$ cat config.mk
export PLATFORM = sky130hd
export DESIGN_NAME = pipe_credit_fifo
export DESIGN_NICKNAME = d
export VERILOG_FILES = /design/src/rtl/pipe_credit_fifo.sv
export SDC_FILE = /design/constraint.sdc
export NUM_CORES = 1
export LEC_CHECK = 0
export CORE_MARGIN = 4
export CORE_UTILIZATION = 40
export CTS_BUF_LIST = sky130_fd_sc_hd__clkbuf_2 sky130_fd_sc_hd__clkbuf_4 sky130_fd_sc_hd__clkbuf_8
export CTS_CLUSTER_DIAMETER = 150
export DETAILED_ROUTE_END_ITERATION = 7
export SLEW_MARGIN = 20
export SYNTH_ARGS = -nofsm -noshare
export SYNTH_HDL_FRONTEND = slang
export SYNTH_SLANG_ARGS = --single-unit
$ cat constraint.sdc
create_clock -name clk -period 5.2 [get_ports clk]
set_input_delay 1.04 -clock clk [delete_from_list [all_inputs] [get_ports clk]]
set_output_delay 1.04 -clock clk [all_outputs]
set_load 0.03 [all_outputs]
$ cat src/rtl/pipe_credit_fifo.sv
// Credit-managed FIFO at the output of a fixed-latency, non-stallable pipeline.
// Each arriving word is buffered. Issue credits count both the words held here and the words still in flight.
module pipe_credit_fifo #(
   parameter int DATA_W   = 32,
   parameter int DEPTH    = 8,
   parameter int PIPE_LAT = 1
) (
   input  logic                       clk,
   input  logic                       rst,
   input  logic                       issue_i,
   output logic                       issue_ok_o,
   input  logic [DATA_W-1:0]          in_data_i,
   input  logic                       in_valid_i,
   output logic [DATA_W-1:0]          out_data_o,
   output logic                       out_valid_o,
   input  logic                       out_ready_i,
   output logic [$clog2(DEPTH+1)-1:0] count_o,
   output logic                       overflow_o,
   output logic                       proto_err_o
);

   localparam int CNT_W = $clog2(DEPTH+1);
   localparam int PTR_W = $clog2(DEPTH);
   localparam int IF_W  = $clog2(DEPTH+PIPE_LAT+2);
   localparam int SUM_W = IF_W + 1;
   localparam logic [CNT_W-1:0] FULL   = CNT_W'(DEPTH);
   localparam logic [PTR_W-1:0] LAST   = PTR_W'(DEPTH-1);
   localparam logic [IF_W-1:0]  IF_MAX = '1;
   localparam logic [SUM_W-1:0] LIMIT  = SUM_W'(DEPTH);

   logic [DATA_W-1:0] mem [DEPTH];
   logic [CNT_W-1:0]  count, count_next;
   logic [PTR_W-1:0]  rd_ptr, wr_ptr;
   logic [IF_W-1:0]   inflight, inflight_next;
   logic              overflow, proto_err, proto_hit;
   logic              pop, accept, drop;

   assign pop    = out_valid_o && out_ready_i;
   // A push into a full FIFO still fits when the head leaves in the same cycle
   assign accept = in_valid_i && ((count != FULL) || pop);
   assign drop   = in_valid_i && !accept;

   assign out_valid_o = (count != '0);
   assign out_data_o  = mem[rd_ptr];
   assign count_o     = count;
   assign overflow_o  = overflow;
   assign proto_err_o = proto_err;
   assign issue_ok_o  = !rst && ((SUM_W'(count) + SUM_W'(inflight)) < LIMIT);

   always_comb begin
      count_next = count;
      case ({accept, pop})
         2'b10:   count_next = count + 1'b1;
         2'b01:   count_next = count - 1'b1;
         default: count_next = count;
      endcase
   end

   always_comb begin
      inflight_next = inflight;
      proto_hit     = 1'b0;
      if (issue_i && !in_valid_i) begin
         if (inflight != IF_MAX)
            inflight_next = inflight + 1'b1;
      end else if (!issue_i && in_valid_i) begin
         if (inflight == '0)
            proto_hit = 1'b1;
         else
            inflight_next = inflight - 1'b1;
      end
   end

   always_ff @(posedge clk or posedge rst) begin
      if (rst) begin
         count     <= '0;
         rd_ptr    <= '0;
         wr_ptr    <= '0;
         inflight  <= '0;
         overflow  <= 1'b0;
         proto_err <= 1'b0;
      end else begin
         count    <= count_next;
         inflight <= inflight_next;
         if (accept)
            wr_ptr <= (wr_ptr == LAST) ? '0 : wr_ptr + 1'b1;
         if (pop)
            rd_ptr <= (rd_ptr == LAST) ? '0 : rd_ptr + 1'b1;
         if (drop)
            overflow <= 1'b1;
         if (proto_hit)
            proto_err <= 1'b1;
      end
   end

   // Storage is deliberately left out of reset
   always_ff @(posedge clk) begin
      if (accept)
         mem[wr_ptr] <= in_data_i;
   end

endmodule

After elaboration in Yosys (flattened, before gate mapping)
Memories as Yosys holds them, arrays and structs flattened.
Index checks and enable logic that the tools add are counted.

cells by class
  $add $sub $neg = 7
  eq/ne operators = 8
  $lt $le $gt $ge = 1
  reductions and logical operators = 16
  muxes and demuxes = 12

operators with widths
  operator             number
  $mux 4               4
  $add 4x1->4 const B  2
  $ne 4x4->1 const B   2
  $pmux 4 s2           1
  $sub 4x1->4 const B  2
  $add 3x1->3 const B  2
  $eq 3x3->1 const B   2
  $logic_and 1x1->1    6
  $mux 3               2
  $add 4x4->5          1
  $lt 5x4->1 const B   1
  $mux 1               5
  $logic_not 1->1      4
  $logic_not 4->1      1
  $reduce_bool 2->1    2
  $reduce_bool 4->1    1
  $reduce_and 3->1     1
  $eq 2x1->1 const B   1
  $eq 2x2->1 const B   1
  $ne 2x1->1 const B   1
  $ne 2x2->1 const B   1
  $logic_or 1x1->1     1

word-level totals
  bits in writable memories = 256
  output and inout bits = 40
  word-level logic and storage cells = 51
  memories = 1
  flip-flop bits (word level) = 16

memory list
  name  depth  bits a word  rd ports  clocked after Yosys merged registers in  write ports  line  source
  mem   8      32           1         0                                        1            31    logic [DATA_W-1:0] mem [DEPTH];

Depth between registers and ports, before layout
Gate-level depths: netlist of run 1.

  depth in word-level cells = 6
  gate-level depth with buffers = 9
  depth with buffers taken out = 9

Least setup slack after synthesis of run 1
No wires, ideal clock.

  path kind = input port to flip-flop
  start = input port out_ready_i
  end = memory mem[0][0] (enable)
  required time = 4.699 ns
  setup slack = 0.310 ns
  arrival time = 4.388 ns
  stages = 3
  buffers on the path = 0
  cell sequence = nand2b_1 o21ai_4 nor4_1

on the way
  longest elaborated chain between the ends = 5

RTL lines
  what                          line  source
  start: declaration            16    input logic out_ready_i,
  $logic_and 1x1->1             38    assign pop = out_valid_o && out_ready_i;
  $logic_or 1x1->1              40    assign accept = in_valid_i && ((count != FULL) || pop);
  $logic_and 1x1->1             40
  $mux 1                        97    if (accept)
  $mux 1 (not written as such)  98    mem[wr_ptr] <= in_data_i;
  end: declaration              31

No other way between the ends.

Final worst setup path of run 1
  start = register rd_ptr[0]
  end = output port out_data_o[12]

on the way
  longest elaborated chain between the ends = 1

RTL lines
  what                      line  source
  start: declaration        33    logic [PTR_W-1:0] rd_ptr, wr_ptr;
  start signal: assignment  87    rd_ptr <= (rd_ptr == LAST) ? '0 : rd_ptr + 1'b1;
  $mem_v2 8x32              --
  end: declaration          14    output logic [DATA_W-1:0] out_data_o,

No other way between the ends.

==> results by group, run 1 <==
CTS
  – Hold Buf Count CTS: 0
  – CTS Buffer Depth: 3
  – Root Driver: clkbuf_8
  – CTS tree: yes
  – Post-CTS setup repair buffer count: 0
  – H-tree lvl count: 2
  – Cts repair resizes: 0
  – CTS sink count: 272
  – Worst-Skew Late Latency: 550 ps
  – CTS Buf Count: 44
  – Worst-path clk slew: 60 ps

Worst setup path
  – CP startpoint kind: flip-flop
  – Worst R2R Start: count_o[0]
  – Req. time, crit path: 4160 ps
  – Setup crit end kind: primary output
  – Reg2Reg Capture Point: count_o[3]
  – CP arrival: 3290 ps
  – CP max FO: 42
  – FF-to-FF path depth: 9
  – R2r setup slk: 2370 ps
  – WS Path Type: flip-flop to primary output

Cells and area
  – Commonest cells after routing, fill and taps aside: 256 x edfxtp_1, 76 x clkdlybuf4s50_1, 59 x mux4_2
  – Synth-to-layout area growth: 19.0%
  – Commonest non-fill, non-tap cell in the layout: edfxtp_1
  – Final #Nets: 653
  – Fraction of layout cells with a size suffix above 1: 30.4%
  – Fin area: 0.0128 mm²

Synth
  – Mux cell area share after synthesis: 17.6%
  – #FFs+latches synth: 272
  – Synth Area in Compound Gates: 1.34%
  – Adder-Cell Fraction of Synth Area: 2.00%
  – Mapped cell area: 0.0108 mm²
  – Synth unique cells: 41
  – Yosys warns: 0
  – Combinational family with the most area after synthesis: multiplexers
  – Sequential area share after synthesis: 75.2%
  – Cells after Synth: 478
  – Post-synthesis simple-gate area fraction: 1.89%
  – Avg Cell Area, Syn: 22.5 µm²
  – Post-Syn Nets: 531
  – Xor/xnor share of the synthesized area: 0.326%

Status
  – Status: complete, no violations

Power and ir drop
  – Leakage: 0.00422 µW
  – Pwr Total: 7310 µW
  – Power Internal: 4920 µW
  – Clock share of power: 23.0%
  – Comb pwr share: 34.3%
  – Sequential group share of total power: 42.7%
  – VDD IR-drop max: 0.000329 V
  – P_sw: 2390 µW
  – Net Sw Frac: 32.7%
  – PwrDens: 571 mW/mm²

STA
  – Clock Skew: 23.3 ps
  – Final hold vios: 0
  – Minimum clock period: 4330 ps
  – Rel. slew slack: 27.3%
  – Worst-Margin Slew: 1090 ps
  – Slew Limit Fails: 0
  – Min Hold Slack: 473 ps
  – Final setup TNS: 0 ps
  – Max Freq: 231 MHz
  – Final period util: 83.4%
  – RSZ-0062 raised after global routing: false
  – Final setup viols: 0

Global routing
  – GR Util met3: 3.27%
  – Largest net degree at the start of global routing: 43
  – M1 GR Usage: 19.5%
  – Number of global-route vias before repair: 5,500
  – Initial antenna violation count: 1
  – GRT Total Usage: 14.2%
  – Met2 Track Usage GR: 23.2%
  – Busiest grt layer: met2
  – Total gr overflow: 0
  – First-pass GRT wire length: 31.9 mm

Routing
  – Initial DRT Pass Iterations: 4
  – Via count: 5,104
  – Wire length per cell: 21.2 µm
  – DR DRC count: 0
  – Iter 0 DRT Violations: 307
  – Vias/cell: 5.28
  – Final wirelength: 20.5 mm
  – Post-route ant nets: 0

Floorplanning
  – # IOs: 77
  – Initial Util: 40.9%
  – Site row count: 59
  – Die ar.: 0.0296 mm²
  – Die Wd: 172 µm
  – Core area: 0.0263 mm²
  – Die H: 172 µm

Worst hold path
  – Hold Path Stages: 1
  – WHS Endpoint: proto_err_o
  – Worst Hold Class: flip-flop to flip-flop
  – Min-delay src: proto_err_o

Job
  – Max Cap Viol: 0

Place
  – Port Buffers: 76
  – Gp weighted congestion: 0.647
  – Dpl hpwl: 12.0 mm
  – Placed instance area: 0.0120 mm²
cells in the mapped netlist (all sizes together):
library cell / n / area, µm²
xnor2: 2 / 17.5
nor3: 7 / 35.0
nand2: 7 / 26.3
a211oi: 1 / 7.51
xor2: 2 / 17.5
and3: 1 / 6.26
or3: 1 / 6.26
a311o: 1 / 10.0
o21ai: 4 / 31.3
edfxtp: 256 / 7690
nand4b: 1 / 8.76
nor2: 5 / 18.8
o21ba: 1 / 10.0
mux4: 64 / 1460
clkbuf: 6 / 23.8
inv: 9 / 33.8
ha: 14 / 175
buf: 13 / 114
nor3b: 1 / 7.51
o211ai: 1 / 7.51
a31o: 1 / 8.76
mux2: 37 / 417
a21o: 5 / 37.5
fa: 2 / 40.0
or3b: 1 / 8.76
nor4: 1 / 6.26
dfrtp: 16 / 400
mux2i: 2 / 20.0
or4: 3 / 22.5
nand2b: 5 / 31.3
nor4b: 1 / 15.0
a21oi: 3 / 15.0
nand3: 2 / 10.0
o31ai: 1 / 7.51
a2111oi: 1 / 8.76
per-stage QoR:
step / utilization [%] / std cells / setup slack, ps
after floorplan: - / 478 / 310
after global placement: 45.6 / 889 / 1350
after detailed placement: 45.6 / 889 / 1350
after CTS: 48.7 / 966 / 755
after global routing: 48.7 / 966 / 632
final: 48.7 / 967 / 866
routing by layer:
metal	share of wire (%)	vias to the layer above
met5	0.063	-
li1	-	2262
met4	1.6	2
met2	49	137
met1	44	2664
met3	5.1	39
cell families (layout without fill, tap and decap cells):
logic type	after synthesis	in the layout
xor+xnor	4	4
mux	103	103
other cells	0	1
fa+ha+maj	16	16
buf+inv	28	181
compound gates	19	19
simple gates	36	36
flops	272	272
worst max-delay path, stage by stage (launching register included):
cell and delay, ps:
dfrtp_4 960, buf_4 390, mux4_2 530, mux2_2 270, clkdlybuf4s50_1 600
power by group through the flow:
stage | registers [µW] | clock network (µW) | logic (µW)
detailed placement | 3180 | 0 | 2560
CTS | 3130 | 1740 | 2570
global placement | 3150 | 0 | 2520
global route | 3180 | 1850 | 2700
finish | 3120 | 1680 | 2510
floorplan | 2960 | 0 | 1870
area by class of cell:
class,count,area [µm²]
diodes,1,2.50
clock buffers,57,709
clock inverters,20,96.3
fillers,2177,13500
inverters,9,33.8
multi-input cells,178,2540
flip-flops and latches,272,8090
well taps,335,419
repair buffers,95,903
how the worst max path moves through the flow:
stage / startpoint / cells past startpoint / to / slack, ps
after CTS: rd_ptr[0] / 4 / out_data_o[12] / 760
after global routing: rd_ptr[0] / 4 / out_data_o[8] / 630
after detailed placement: rd_ptr[0] / 4 / out_data_o[12] / 1350
after floorplan: out_ready_i / 3 / mem[0][0] / 310
final: rd_ptr[0] / 4 / out_data_o[12] / 870
after global placement: rd_ptr[0] / 4 / out_data_o[12] / 1350
state kept, by name, summed over array words and instances (netlist names):
register     count
inflight         4
wr_ptr           3
proto_err_o      1
count_o          4
rd_ptr           3
overflow_o       1
mem            256
(Power assumes the default switching activity.)
==> run 2: changes to the inputs <==
- clock period: 5.2 -> 4.2 ns (I/O delays scaled with it)
==> run 2 against run 1 <==
  * Clock skew decreased by 12 ps
  * Die area unchanged
  * Critical path depth is the same
  * Hold slack got worse by 7.1 ps
  * Utilization is 0.61 points higher
  * Sequential share of layout area is 0.78 points lower
  * Sequential power increased by 17%
  * Non-clock buffer count up 4
  * Largest cell class unchanged
  * Power grew 27%
  * Critical endpoint is now out_data_o[4]
==> results by group, run 2 (same netlist as run 1, synthesis figures left out) <==
Power and ir drop
  – Leakage: 0.00429 µW (was 0.00422 µW)
  – Comb pwr share: 36.4% (was 34.3%)
  – Sequential group share of total power: 39.3% (was 42.7%)
  – Clock share of power: 24.2% (was 23.0%)
  – PwrDens: 718 mW/mm² (was 571 mW/mm²)
  – P_sw: 3000 µW (was 2390 µW)
  – VDD IR-drop max: 0.000420 V (was 0.000329 V)
  – Net Sw Frac: 32.2% (was 32.7%)
  – Power Internal: 6300 µW (was 4920 µW)

Routing
  – Final wirelength: 21.0 mm (was 20.5 mm)
  – Via count: 5,064 (was 5,104)
  – Iter 0 DRT Violations: 329 (was 307)
  – DR DRC count: 0 (unchanged)
  – Wire length per cell: 21.5 µm (was 21.2 µm)
  – Post-route ant nets: 0 (unchanged)
  – Vias/cell: 5.20 (was 5.28)
  – Initial DRT Pass Iterations: 4 (unchanged)

STA
  – RSZ-0062 raised after global routing: false (unchanged)
  – Worst-Margin Slew: 816 ps (was 1090 ps)
  – Final setup viols: 0 (unchanged)
  – Final hold vios: 0 (unchanged)
  – Slew Limit Fails: 0 (unchanged)
  – Final setup TNS: 0 ps (unchanged)
  – Max Freq: 272 MHz
  – Clock Skew: 11.7 ps (was 23.3 ps)
  – Rel. slew slack: 45.4% (was 27.3%)
  – Post-route worst setup slack: 519 ps (was 866 ps)
  – Final period util: 87.6%
  – Minimum clock period: 3680 ps

Cells and area
  – Final #Nets: 657 (was 653)
  – Fraction of layout cells with a size suffix above 1: 32.0% (was 30.4%)
  – Diode count: 0 (was 1)
  – Register with the most flip-flops: mem (unchanged)
  – Max reg flops: 256 (unchanged)
  – Commonest cells after routing, fill and taps aside: 256 x edfxtp_1, 76 x clkdlybuf4s50_1, 59 x mux4_2 (unchanged)
  – Synth-to-layout area growth: 20.5% (was 19.0%)
  – Commonest non-fill, non-tap cell in the layout: edfxtp_1 (unchanged)

Worst setup path
  – CP max-delay cell: clkdlybuf4s50_1 (was dfrtp_4)
  – CP arrival: 2840 ps (was 3290 ps)
  – Crit-path max cell delay: 610 ps (was 960 ps)
  – Req. time, crit path: 3360 ps (was 4160 ps)
  – CP startpoint kind: flip-flop (unchanged)
  – Setup crit end kind: primary output (unchanged)
  – R2r setup slk: 1290 ps (was 2370 ps)
  – WS Path Type: flip-flop to primary output (unchanged)
  – Crit-path cells: buf_4 > mux4_2 > mux2_2 > clkdlybuf4s50_1 (unchanged)
  – CP max FO: 20 (was 42)

Place
  – Port Buffers: 76 (unchanged)
  – Dpl hpwl: 12.3 mm (was 12.0 mm)
  – Post-place setup slack: 815 ps (was 1350 ps)
  – Gp weighted congestion: 0.722 (was 0.647)

Global routing
  – Initial antenna violation count: 2 (was 1)
  – First-pass GRT wire length: 33.1 mm (was 31.9 mm)
  – Largest net degree at the start of global routing: 41 (was 43)
  – Number of global-route vias before repair: 5,601 (was 5,500)
  – GRT Total Usage: 14.6% (was 14.2%)
  – Total gr overflow: 0 (unchanged)

CTS
  – Hold Buf Count CTS: 0 (unchanged)
  – Post-CTS setup repair buffer count: 0 (unchanged)
  – Worst-path clk slew: 70 ps (was 60 ps)
  – CTS tree: yes (unchanged)
  – H-tree lvl count: 2 (unchanged)
  – Root Driver: clkbuf_8 (unchanged)
  – CTS sink count: 272 (unchanged)
  – Cts repair resizes: 0 (unchanged)
  – CTS Buf Count: 44 (unchanged)
  – CTS Buffer Depth: 3 (unchanged)
  – Worst-Skew Late Latency: 530 ps (was 550 ps)

Floorplanning
  – Die H: 172 µm (unchanged)
  – Core area: 0.0263 mm² (unchanged)
  – Site row count: 59 (unchanged)
  – Die ar.: 0.0296 mm² (unchanged)
  – Die Wd: 172 µm (unchanged)
  – Initial Util: 40.9% (unchanged)
  – # IOs: 77 (unchanged)

Job
  – Max Cap Viol: 0 (unchanged)

Status
  – Status: complete, no violations (unchanged)

Worst hold path
  – Worst Hold Class: flip-flop to flip-flop (unchanged)
[run 2: cell count changes in the layout (fill, tap and decap cells not counted), sizes merged]
cell	change
clkbuf	+5
clkinv	-5
buf	+4
bufinv	+2
clkinvlp	+2
diode	-1
inv	-1
[run 2: critical path, delay by kind of cell (launching register included)]
family	cells	cell delay (ps)
buffers and inverters	2	1000
flip-flops	1	460
multiplexers	2	840
[run 2: layout make-up]
type,instances,area [µm²]
timing repair buffer,99,983
tap,335,419
sequential,272,8090
multi-input combinational,178,2550
fill,2131,13300
clock buffer,62,741
clock inverter,18,139
inverter,9,33.8
[run 2: path summary, 6_finish.rpt]
check | cells past startpoint | endpoint | start
max | 4 | out_data_o[4] | rd_ptr[0]
min in group asynchronous | 2 | proto_err_o | rst
max in group asynchronous | 2 | rd_ptr[0] | rst
min | 1 | proto_err_o | proto_err_o
max reg2reg | 9 | count_o[3] | count_o[0]
min reg2reg | 1 | proto_err_o | proto_err_o
[run 2: layer usage]
| layer | wire (µm) | vias up | track usage, % |
|---|---|---|---|
| met5 | 27 | - | 0 |
| met4 | 245 | 4 | 3.49 |
| met3 | 946 | 25 | 3.59 |
| met2 | 10300 | 112 | 23.7 |
| met1 | 9380 | 2660 | 20.3 |
| li1 | - | 2263 | - |
[run 2: power groups by stage]
stage          registers (µW)  logic [µW]  clock network (µW)
2_1_floorplan            3660        2320                   0
3_3_place_gp             3690        3410                   0
4_1_cts                  3670        3470                2330
5_1_grt                  3700        3640                2480
6_report                 3660        3390                2250
3_5_place_dp             3720        3460                   0
[run 2: through the flow]
stage | utilization, % | instance area, µm² | instances | hold WS [ps] | total power, µW
6_report | 49.3 | 13000 | 973 | 466 | 9300
4_1_cts | 49.3 | 13000 | 973 | 473 | 9470
3_3_place_gp | 46.0 | 12100 | 893 | 448 | 7100
3_5_place_dp | 46.0 | 12100 | 893 | 450 | 7170
5_1_grt | 49.3 | 13000 | 973 | 507 | 9810
2_1_floorplan | - | 10800 | 478 | 552 | 5980
